[config.mk]
export PLATFORM = sky130hd
export DESIGN_NAME = mini_fu_arbiter
export DESIGN_NICKNAME = d
export VERILOG_FILES = /design/src/rtl/mini_fu_arbiter.sv
export SDC_FILE = /design/constraint.sdc
export NUM_CORES = 1
export LEC_CHECK = 0
export CAP_MARGIN = 15
export CORE_MARGIN = 2
export CORE_UTILIZATION = 25
export CTS_BUF_LIST = sky130_fd_sc_hd__clkbuf_4 sky130_fd_sc_hd__clkbuf_8
export DETAILED_ROUTE_END_ITERATION = 16
export PLACE_DENSITY_LB_ADDON = 0.25
export SYNTH_ARGS = -nofsm -noshare
export SYNTH_HDL_FRONTEND = slang
export SYNTH_SLANG_ARGS = --single-unit
[constraint.sdc]
create_clock -name clk -period 2.3 [get_ports clk]
set_input_delay 0.23 -clock clk [delete_from_list [all_inputs] [get_ports clk]]
set_output_delay 0.23 -clock clk [all_outputs]
set_load 0.05 [all_outputs]
[src/rtl/mini_fu_arbiter.sv]
// mini_fu_arbiter: round-robin arbiter feeding a two-stage pipeline around a shared 3-bit function unit
module mini_fu_arbiter #(
  parameter int NREQ = 4,
  parameter int IDW = 2
) (
  input  logic              clk,
  input  logic              rst,
  input  logic [NREQ-1:0]   req,
  input  logic [3*NREQ-1:0] op,
  output logic [NREQ-1:0]   ack,
  output logic              res_valid,
  input  logic              res_ready,
  output logic [IDW-1:0]    res_id,
  output logic [2:0]        res_data,
  output logic [15:0]       done_cnt
);
  logic s1_valid, found, adv, can_accept;
  logic [IDW-1:0] s1_id, ptr, gnt, idx;
  logic [2:0] s1_op, gnt_op;
  logic [NREQ-1:0][2:0] ops;
  function automatic logic [2:0] fu(input logic [2:0] a);
    return {(a[2] & a[1]) | (a[2] & a[0]) | (a[1] & a[0]), ^a, ~a[0]};
  endfunction
  assign ops = op;
  assign adv = !res_valid || res_ready;
  assign can_accept = !s1_valid || adv;
  // descending scan so the requester closest to ptr wins
  always_comb begin
    found = 1'b0;
    gnt = '0;
    gnt_op = '0;
    idx = '0;
    for (int k = NREQ - 1; k >= 0; k--) begin
      idx = IDW'((32'(ptr) + k) % NREQ);
      if (req[idx]) begin
        found = 1'b1;
        gnt = idx;
        gnt_op = ops[idx];
      end
    end
  end
  always_comb begin
    ack = '0;
    if (found && can_accept && !rst) ack[gnt] = 1'b1;
  end
  always_ff @(posedge clk or posedge rst) begin
    if (rst) begin
      s1_valid <= 1'b0;
      s1_id <= '0;
      s1_op <= '0;
      res_valid <= 1'b0;
      res_id <= '0;
      res_data <= '0;
      ptr <= '0;
      done_cnt <= '0;
    end else begin
      if (adv) begin
        res_valid <= s1_valid;
        res_id <= s1_id;
        res_data <= fu(s1_op);
      end
      if (can_accept) begin
        s1_valid <= found;
        if (found) begin
          s1_id <= gnt;
          s1_op <= gnt_op;
          ptr <= (32'(gnt) == NREQ - 1) ? '0 : gnt + 1'b1;
        end
      end
      if (res_valid && res_ready) done_cnt <= done_cnt + 16'd1;
    end
  end
endmodule
==> metrics <==
chip width 91.8 µm; highest layer used for signal routing met4; Hold-fix buffers, CTS 0; CP arrival between 1500 and 2000 ps; post-cts sizing count 0; Initial Util between 20% and 30%; slowest cell on the critical path clkdlybuf4s50_1; GPL Wtd Cong between 0.8 and 0.9; Final Hold Vio Count 0; Slew Limit Fails 0; DP Wirelength around 3400 µm; power density over the cells 1010 mW/mm²; vias in the first global route 1607; CP top delay family buffers and inverters; Reg-to-Reg Start ptr[0]; ys async rst share 100%; die height 91.8 µm; Final #Nets approximately 270; Critical path buffers and inverters 3; Port Buffers 44; Final TNS setup 0 ps; synth unique cells 48; FMAX 460 MHz; commonest non-fill, non-tap cell in the layout clkdlybuf4s50_1; fin cells 344; io pins 45; CORE AREA 0.00761 mm²; Post-synth EDFFs 0; FF-to-FF End s1_op[1]; # clock sinks 30; Cell Area, Synth about 0.0019 mm²; cell breakdown of the critical path clkdlybuf4s50_1, buf_4, or3_1, nor2_2, a21oi_2, and3_1, buf_4; first-pass GRT wire length about 7600 µm; Clock Path Buffers 2; worst slew pin tran 538 ps; critical path's largest stage delay 490 ps; layout cells sized above 1 between 20% and 30%; ant diodes 0; Setup crit start req[2]; setup violators final 0; Yosys reg bits 30; sequential area share after synthesis about two fifths; vias per cell between 4 and 5; max cap viols 0; gr ovfl total 0; Worst-Skew Late Latency 280 ps; final WL ~4400 µm; worst vdd rail ir drop 292 µV; RSZ-0062 raised after global routing yes; main flop type after synthesis dfrtp_1; CP startpoint kind input port; number of core rows 32; H-tree lvl count 2; syn avg cell area 10.6 µm²; initial DRC count 46; CTS tree yes; CTS Root Cell clkbuf_8; metal3 WL approximately 220 µm; TritonCTS Buffers 5; cell mode on critical path buf_4; largest net degree at the start of global routing 22; DR vias 1579; Synthesis Warnings 0; leak pwr 1.14 nW; final critical-path required period between 2000 and 2500 ps; wl on met1 approximately 2100 µm; most frequent cells in the layout 40 x clkdlybuf4s50_1, 28 x nand2_1, 28 x dfrtp_1; Crit Path Category input port to output port; die area 0.00843 mm²; R2R Setup Slk roughly 270 ps; worst-case clock skew roughly 5.2 ps; Detail Route met2 WL roughly 2000 µm; worst r2r path cells 6; worst rel slew slack about 64%; kind of end point of the critical path output port; post-CTS setup buffers 0; status finished, final reports clean; placed cell count around 340; Tot GR Track Use 11.3%; Syn Inst Count roughly 180; Syn Nets 207; drt drc 0; clock-pin slew on the worst setup and hold paths about 60 ps; synth-to-layout area growth 40.6%; initial antenna violation count 0; drt pass-1 iters 4; remaining antenna violation count 0; Critical Path RT 2070 ps; WL per Instance around 13 µm; hold slack 372 ps; worst-path fanout max 7; final period utilization between 90% and 100%; Hold WC Path Type input port to asynchronous set/reset pin
[worst reg2reg max path, stage by stage (launching register included)]
cell and delay, ps:
dfrtp_2 450, buf_4 290, nor4b_1 100, or4_4 510
a22oi_1 190, nor2_1 60, o32a_1 330
[report_power, final]
group	internal, mW	switching (mW)	leakage, nW
combinational	0.669	0.781	0.725
sequential	0.680	0.171	0.367
clock	0.252	0.187	0.0517
[routing by layer]
layer | vias to the layer above | global-route usage (%)
li1 | 783 | -
met1 | 748 | 14.8
met2 | 42 | 17.8
met3 | 6 | 3.62
met4 | 0 | 3.86
met5 | - | 0
[through the flow]
| stage | area (µm²) | setup WS (ps) | utilization [%] | power (mW) |
|---|---|---|---|---|
| finish | 2710 | 124 | 35.6 | 2.74 |
| global route | 2710 | -3.39 | 35.6 | 2.96 |
| CTS | 2690 | -4.49 | 35.4 | 2.76 |
| detailed placement | 2600 | 21.6 | 34.1 | 2.31 |
| global placement | 2600 | 34.5 | 34.1 | 2.29 |
| floorplan | 1930 | 129 | - | 1.85 |
[sequential cells by signal, indices dropped and copies added (netlist names)]
name       flops
ptr            2
res_data       3
s1_id          2
s1_op          3
s1_valid       1
done_cnt      16
res_id         2
res_valid      1
[cells by family after synthesis]
logic type / share of synthesized area [%]
and+or+nand+nor: 19.7
DFF: 38.9
AOI/OAI and AO/OA: 9.02
muxes: 16.9
buffers and inverters: 4.35
xor gates and xnor gates: 6.81
adders and majority gates: 4.28
[layout make-up]
class,count,area (µm²)
fill,766,4900
clock inverter,1,5.00
inverter,6,22.5
sequential,30,753
multi-input combinational,136,1110
tap,102,128
clock buffer,7,90.1
timing repair buffer,62,603
[cell usage after synthesis, types with 2 or more instances]
cell type  count  area share [%]
nor3_1         2            0.52
dfrtp_1       30              39
mux4_1         3             4.1
o32a_1         2             1.0
inv_1          6             1.2
mux4_2         8             9.3
clkbuf_1       3            0.58
and3_1         7             2.3
nand2b_1       3            0.97
xnor2_1       13             5.9
buf_6          2             1.2
xor2_1         2            0.91
or3_1          2            0.65
nand2_1       28             5.5
nor2b_1        2            0.65
nor2_1        11             2.1
a22oi_1        2            0.78
o21ai_0        2            0.52
buf_2          4             1.0
nor3b_1        2            0.78
ha_1           5             3.2
nand3_1        6             1.6
nand4_1        3            0.97
a21oi_1        6             1.6
mux2_2         5             2.9
[worst max-delay path by stage]
stage                           to  slack [ps]  depth (start not counted)
final                       ack[0]         120                          7
after global routing        ack[0]          -3                          9
after CTS                   ack[3]          -4                          8
after detailed placement    ack[3]          20                          9
after global placement    s1_op[1]          30                          6
after floorplan             ack[1]         130                          7
(Power assumes the default switching activity.)
